--- config.mk ---
export PLATFORM = sky130hd
export DESIGN_NAME = usb_word_transmitter_flat
export DESIGN_NICKNAME = d
export VERILOG_FILES = /design/src/rtl/usb_pkg.sv /design/src/rtl/usb_word_transmitter_if.sv /design/src/rtl/usb_tx_checksum.sv /design/src/rtl/usb_word_transmitter.sv /design/src/flat_wrapper.sv
export SDC_FILE = /design/constraint.sdc
export NUM_CORES = 1
export LEC_CHECK = 0
export BUFFER_PORTS_ARGS = -buffer_cell sky130_fd_sc_hd__buf_4
export CAP_MARGIN = 20
export CORE_ASPECT_RATIO = 1.2
export CORE_UTILIZATION = 52
export CTS_CLUSTER_SIZE = 25
export DETAILED_ROUTE_END_ITERATION = 8
export PLACE_DENSITY = 0.79
export SYNTH_ARGS = -nofsm -noshare
export SYNTH_HDL_FRONTEND = slang
export SYNTH_SLANG_ARGS = --single-unit
export TNS_END_PERCENT = 20
--- constraint.sdc ---
create_clock -name clk -period 1.7 [get_ports clk]
set_input_delay 0.17 -clock clk [delete_from_list [all_inputs] [get_ports clk]]
set_output_delay 0.17 -clock clk [all_outputs]
set_load 0.1 [all_outputs]
--- src/rtl/usb_pkg.sv ---
// Shared USB transmit definitions: FSM state type, header byte and packet sizes.
package usb_pkg;

  typedef enum logic [1:0] {
    IDLE   = 2'd0,
    HEADER = 2'd1,
    DATA   = 2'd2,
    CSUM   = 2'd3
  } tx_state_t;

  localparam logic [7:0] USB_HEADER_BYTE    = 8'hA5;
  localparam int         USB_WORD_BYTES     = 4;
  localparam int         USB_PKT_LEN_CSUM   = 1 + USB_WORD_BYTES + 1;
  localparam int         USB_PKT_LEN_NOCSUM = 1 + USB_WORD_BYTES;

endpackage

--- src/rtl/usb_word_transmitter_if.sv ---
// Word-in / byte-out handshake bundle between the averaging logic, the
// transmitter and the USB endpoint logic.
interface usb_word_transmitter_if;
  logic        output_ready;
  logic [31:0] average_data;
  logic        word_accept;
  logic [7:0]  data_out;
  logic        shift_out;
  logic        tx_ready;
  logic        new_packet;
  logic        busy;

  modport master (
    output output_ready, average_data, tx_ready,
    input  word_accept, data_out, shift_out, new_packet, busy
  );

  modport slave (
    input  output_ready, average_data, tx_ready,
    output word_accept, data_out, shift_out, new_packet, busy
  );
endinterface

--- src/rtl/usb_tx_checksum.sv ---
// Running 8-bit modulo-256 sum of the bytes of one packet.
module usb_tx_checksum (
  input  logic       clk,
  input  logic       rst,
  input  logic       clear,
  input  logic       add_en,
  input  logic [7:0] din,
  output logic [7:0] sum
);

  logic [7:0] sum_q, sum_d;

  always_comb begin
    sum_d = sum_q;
    if (clear) begin
      sum_d = 8'h00;
    end else if (add_en) begin
      sum_d = sum_q + din;
    end
  end

  always_ff @(posedge clk) begin
    if (rst) begin
      sum_q <= 8'h00;
    end else begin
      sum_q <= sum_d;
    end
  end

  assign sum = sum_q;

endmodule

--- src/rtl/usb_word_transmitter.sv ---
// Serializes one 32-bit word into a header + 4 data byte packet.
// Define USB_TX_CHECKSUM_EN to append a modulo-256 checksum byte.
module usb_word_transmitter
  import usb_pkg::*;
#(
  parameter logic [7:0] HEADER_BYTE = USB_HEADER_BYTE,
  parameter bit         MSB_FIRST   = 1'b1
) (
  input logic                  clk,
  input logic                  rst,
  usb_word_transmitter_if.slave bus
);

  tx_state_t   state_q, state_d;
  logic [31:0] shreg_q, shreg_d;
  logic [1:0]  cnt_q, cnt_d;
  logic        shift_out_q, shift_out_d;
  logic        new_packet_q, new_packet_d;
  logic        busy_q, busy_d;

  logic        accept;
  logic        xfer;
  logic [7:0]  cur_byte;
  logic [7:0]  data_out_c;

  assign accept   = (state_q == IDLE) && bus.output_ready;
  assign xfer     = shift_out_q && bus.tx_ready;
  assign cur_byte = MSB_FIRST ? shreg_q[31:24] : shreg_q[7:0];

`ifdef USB_TX_CHECKSUM_EN
  logic [7:0] csum;

  // Header and data bytes are summed as they leave, so aborted bytes never count.
  usb_tx_checksum u_checksum (
    .clk    (clk),
    .rst    (rst),
    .clear  (accept),
    .add_en (xfer && ((state_q == HEADER) || (state_q == DATA))),
    .din    (data_out_c),
    .sum    (csum)
  );
`endif

  always_comb begin
    state_d = state_q;
    shreg_d = shreg_q;
    cnt_d   = cnt_q;
    case (state_q)
      IDLE: begin
        if (bus.output_ready) begin
          shreg_d = bus.average_data;
          cnt_d   = 2'd0;
          state_d = HEADER;
        end
      end
      HEADER: begin
        if (xfer) begin
          state_d = DATA;
        end
      end
      DATA: begin
        if (xfer) begin
          shreg_d = MSB_FIRST ? {shreg_q[23:0], 8'h00} : {8'h00, shreg_q[31:8]};
          cnt_d   = cnt_q + 2'd1;
          if (cnt_q == 2'(USB_WORD_BYTES - 1)) begin
`ifdef USB_TX_CHECKSUM_EN
            state_d = CSUM;
`else
            state_d = IDLE;
`endif
          end
        end
      end
`ifdef USB_TX_CHECKSUM_EN
      CSUM: begin
        if (xfer) begin
          state_d = IDLE;
        end
      end
`endif
      default: state_d = IDLE;
    endcase

    shift_out_d  = (state_d != IDLE);
    busy_d       = (state_d != IDLE);
    new_packet_d = (state_d == HEADER);
  end

  always_comb begin
    data_out_c = 8'h00;
    case (state_q)
      HEADER:  data_out_c = HEADER_BYTE;
      DATA:    data_out_c = cur_byte;
`ifdef USB_TX_CHECKSUM_EN
      CSUM:    data_out_c = csum;
`endif
      default: data_out_c = 8'h00;
    endcase
  end

  always_ff @(posedge clk) begin
    if (rst) begin
      state_q      <= IDLE;
      shreg_q      <= 32'h0;
      cnt_q        <= 2'd0;
      shift_out_q  <= 1'b0;
      new_packet_q <= 1'b0;
      busy_q       <= 1'b0;
    end else begin
      state_q      <= state_d;
      shreg_q      <= shreg_d;
      cnt_q        <= cnt_d;
      shift_out_q  <= shift_out_d;
      new_packet_q <= new_packet_d;
      busy_q       <= busy_d;
    end
  end

  assign bus.word_accept = accept;
  assign bus.data_out    = data_out_c;
  assign bus.shift_out   = shift_out_q;
  assign bus.new_packet  = new_packet_q;
  assign bus.busy        = busy_q;

endmodule
--- src/flat_wrapper.sv ---
// flat-port wrapper written by rule: the top's interface ports become plain ports
module usb_word_transmitter_flat import usb_pkg::*;
#(
  parameter logic [7:0] HEADER_BYTE = USB_HEADER_BYTE,
  parameter bit         MSB_FIRST   = 1'b1
)
  (clk, rst, bus_output_ready, bus_average_data, bus_tx_ready, bus_word_accept, bus_data_out, bus_shift_out, bus_new_packet, bus_busy);
  usb_word_transmitter_if bus_i ();
  input logic clk;
  input logic rst;
  input wire logic [$bits(bus_i.output_ready)-1:0] bus_output_ready;
  input wire logic [$bits(bus_i.average_data)-1:0] bus_average_data;
  input wire logic [$bits(bus_i.tx_ready)-1:0] bus_tx_ready;
  output wire logic [$bits(bus_i.word_accept)-1:0] bus_word_accept;
  output wire logic [$bits(bus_i.data_out)-1:0] bus_data_out;
  output wire logic [$bits(bus_i.shift_out)-1:0] bus_shift_out;
  output wire logic [$bits(bus_i.new_packet)-1:0] bus_new_packet;
  output wire logic [$bits(bus_i.busy)-1:0] bus_busy;
  assign bus_i.output_ready = bus_output_ready;
  assign bus_i.average_data = bus_average_data;
  assign bus_i.tx_ready = bus_tx_ready;
  assign bus_word_accept = bus_i.word_accept;
  assign bus_data_out = bus_i.data_out;
  assign bus_shift_out = bus_i.shift_out;
  assign bus_new_packet = bus_i.new_packet;
  assign bus_busy = bus_i.busy;
  usb_word_transmitter #(.HEADER_BYTE(HEADER_BYTE), .MSB_FIRST(MSB_FIRST)) u_core (.clk(clk), .rst(rst), .bus(bus_i));
endmodule
==> flow_summary_export.csv <==
group,metric,value,unit
global_routing,grt_max_degree,41,
placement,globalplace.congestion,0.861,
job,maxCapViolations,0,
worst_setup_path,cp_top_family,"buffers and inverters",
hold_path,min_path_type,"input port to register",
placement,portBuffers,47,
synth,ys.warnings.count,0,
timing,drv_slew,0,
synth,ys_ff_latch,38,
power,ir_drop,0.667,mV
layout,multiInputGateArea,0.00103,mm²
clocking,cts_hold_buffers,0,
timing,relSlewSlack,73.2,%
floorplanning,row_count,23,
global_routing,top_usage_layer,"met2",
synth,syn_inst,195,
timing,timing.final.ws_setup,0.0219,ns
synth,synth_area,0.00179,mm²
hold_path,min_to,"u_core.shreg_q[2]$_SDFFE_PP0P_",
timing,setup_viol,0,
power,power_leakage,1.06,nW
global_routing,grt-ovfl-total,0,
layout,n_antenna_cell,0,
global_routing,grt.met2_usage,37.8,%
worst_setup_path,r2r-start,"u_core.state_q[1]$_SDFF_PP0_",
layout,post-route-util,80.5,%
worst_setup_path,cp_slowest_stage_delay,0.39,ns
placement,dp_slack,0.0495,ns
worst_setup_path,end_kind,"register",
timing,fin_skew,0.00451,ns
clocking,cts_made_buffers,5,
global_routing,use_met3,5.48,%
clocking,clk_path_buf_depth,2,
worst_setup_path,worst-path-buf-inv,4,
placement,place_inst,269,
global_routing,grt_pass1_vias,1423,
synth,seq_area_frac_synth,42.5,%
worst_setup_path,slowest_stage,"dfxtp_4",
timing,timing.final.hold_violations,0,
worst_setup_path,timing.rr.end,"u_core.shreg_q[2]$_SDFFE_PP0P_",
placement,place_hpwl,2.50,mm
timing,fin_crit_sh,98.7,%
layout,seq_area,769,µm²
worst_setup_path,reg2reg_depth,9,
clocking,clk_latency,0.29,ns
layout,drive_gt1_share,39.8,%
floorplanning,io_pins,48,
worst_setup_path,crit_required,1.93,ns
clocking,cts.sinks,38,
layout,fillers,186,
layout,stdcell_count,293,
detailed_routing,ant_nets,0,
floorplanning,initial_utilization,54.1,%
global_routing,grt_use_total,21.4,%
global_routing,use_met1,23.8,%
detailed_routing,drt_iter0_markers,55,
worst_setup_path,crit_path_cell_trace,"inv_2 > ha_4 > and2b_2 > a21oi_4 > buf_12 > buf_8 > buf_4 > nand3b_1 > a21oi_1",
clocking,ctsHtreeMaxLevel,2,
floorplanning,die_h,66.3,µm
detailed_routing,vias,1662,
clocking,clk_pin_slew,0.08,ns
global_routing,grt_pass1_wl,6.09,mm
global_routing,antenna_found_initial,0,
worst_setup_path,critPathKind,"register to register",
worst_setup_path,rrSetupSlack,0.02,ns
synth,ys_top_cells_by_area,"dfxtp_1 42%, mux2i_1 13%, a211oi_1 11%, nor2_1 5.7%, a21oi_1 3.9%",
floorplanning,die_w,55.6,µm
worst_setup_path,cp_max_fo,8,
clocking,cts_root_buf,"clkbuf_8",
detailed_routing,vias_per_cell,5.67,
detailed_routing,wl_per_cell,16.3,µm
timing,worst_slew_pin_slew,0.402,ns
layout,nets,296,
synth,avgSynthCellArea,9.19,µm²
run_status,status,"complete, no violations",
synth,synth_top_area_share,42.5,%
power,power,2.49,mW
floorplanning,core-area,0.00331,mm²
hold_path,min-delay-start,"bus_average_data[2]",
clocking,cts_tree,"yes",
power,p_per_area,934,mW/mm²
detailed_routing,drtPass1Iterations,4,
detailed_routing,drc,0,
synth,synth_nets,236,
timing,timing.fmax,596,MHz
floorplanning,die_area,0.00369,mm²
timing,finalCriticalPeriod,1.68,ns
synth,yosysUniqueCellTypes,26,
layout,area_delta_synth_final,48.7,%
timing,whs,0.148,ns
hold_path,hold_depth,3,
detailed_routing,wirelength,4.79,mm
worst_setup_path,startpoint_type,"register",
worst_setup_path,worstPathArrival,1.91,ns
synth,synth.largest_area_cell,"dfxtp_1",
[flip-flops by register name, indices dropped and copies added, names as in the netlist]
register / cells
u_core.shreg_q: 32
u_core.cnt_q: 2
u_core.bus.shift_out: 1
u_core.state_q: 2
u_core.bus.new_packet: 1
[cell usage in the layout, fill, tap and decap left out, types with 2 or more instances in the layout]
| master | count |
|---|---|
| a21oi_2 | 4 |
| nor2b_4 | 4 |
| dfxtp_4 | 2 |
| nand2_1 | 11 |
| clkbuf_16 | 4 |
| nand3b_1 | 9 |
| dfxtp_1 | 35 |
| nand3_1 | 2 |
| nor2_1 | 27 |
| a21o_1 | 2 |
| a211oi_2 | 2 |
| ha_1 | 2 |
| buf_12 | 7 |
| mux2i_1 | 24 |
| a21oi_1 | 10 |
| ha_4 | 2 |
| buf_6 | 7 |
| a211oi_1 | 24 |
| buf_4 | 51 |
| clkbuf_8 | 6 |
| and2_1 | 4 |
[stage by stage]
| step | cell area, µm² | setup TNS, ns |
|---|---|---|
| final | 2660 | 0 |
| after global routing | 2660 | -0.168 |
| after floorplan | 1820 | -0.750 |
| after global placement | 2220 | 0 |
| after CTS | 2410 | 0 |
| after detailed placement | 2220 | 0 |
[report_power, final]
group | switching (mW) | total (mW) | internal [mW] | leakage [nW]
registers | 0.0659 | 1.06 | 0.997 | 0.316
clock network | 0.324 | 0.650 | 0.326 | 0.0472
logic | 0.421 | 0.776 | 0.355 | 0.696
total | 0.811 | 2.49 | 1.68 | 1.06
[cell families (layout without fill, tap and decap cells)]
kind of cell	Yosys count	after routing	share of synthesized area, %
AOI/OAI and AO/OA	46	46	17.4
buffers and inverters	19	80	5.73
and+or+nand+nor	63	63	17.5
muxes	24	24	13.4
adders and majority gates	5	5	3.49
DFF	38	38	42.5
[cell type report]
class                      instances  share of cell area, %
timing repair buffer              70                   26.9
tap                               37                   1.74
sequential                        38                   28.9
multi-input combinational        138                   38.5
clock buffer                       6                   3.10
clock inverter                     2                  0.470
inverter                           2                  0.376
[metal layers]
layer	up-vias	share of wire (%)
li1	805	-
met1	794	40
met2	53	53
met3	10	4.9
met4	0	2.0
met5	-	0
[synthesized netlist by cell type]
cell      instances
a21o_1            2
nand2_1          11
a31oi_1           1
buf_4             2
nand3b_1          9
a21oi_2           1
o21a_1            1
ha_1              5
a211oi_1         26
and2_1            5
dfxtp_1          38
nor3_1            1
a21oi_1          14
nor2_1           27
clkbuf_1          5
buf_2             7
and2b_1           1
or2_2             1
buf_6             2
nand2b_4          1
nor2b_1           4
buf_1             1
nand3_1           3
inv_1             2
mux2i_1          24
o221ai_1          1
[worst max-delay path by stage]
| stage | to | from | depth (start not counted) |
|---|---|---|---|
| 5_1_grt | u_core.shreg_q[2]$_SDFFE_PP0P_ | u_core.state_q[1]$_SDFF_PP0_ | 9 |
| 2_1_floorplan | bus_data_out[1] | u_core.state_q[0]$_SDFF_PP0_ | 5 |
| 3_3_place_gp | u_core.shreg_q[9]$_SDFFE_PP0P_ | u_core.state_q[0]$_SDFF_PP0_ | 7 |
| 6_report | u_core.shreg_q[2]$_SDFFE_PP0P_ | u_core.state_q[1]$_SDFF_PP0_ | 9 |
| 4_1_cts | bus_data_out[2] | u_core.state_q[1]$_SDFF_PP0_ | 5 |
| 3_5_place_dp | u_core.shreg_q[9]$_SDFFE_PP0P_ | u_core.state_q[1]$_SDFF_PP0_ | 7 |
[tightest hold or removal path, stage by stage]
cell,delay [ns]
buf_4,0.11
nand3b_1,0.07
a21oi_1,0.05
[timing repair]
item                       4_1_cts  5_1_grt
setup endpoints to repair       10       33
gates resized for setup         25       14
setup buffers                    0       11
gates cloned                     0        5
pin swaps                        0        3
Note: power is estimated with default switching activity, not from simulation.
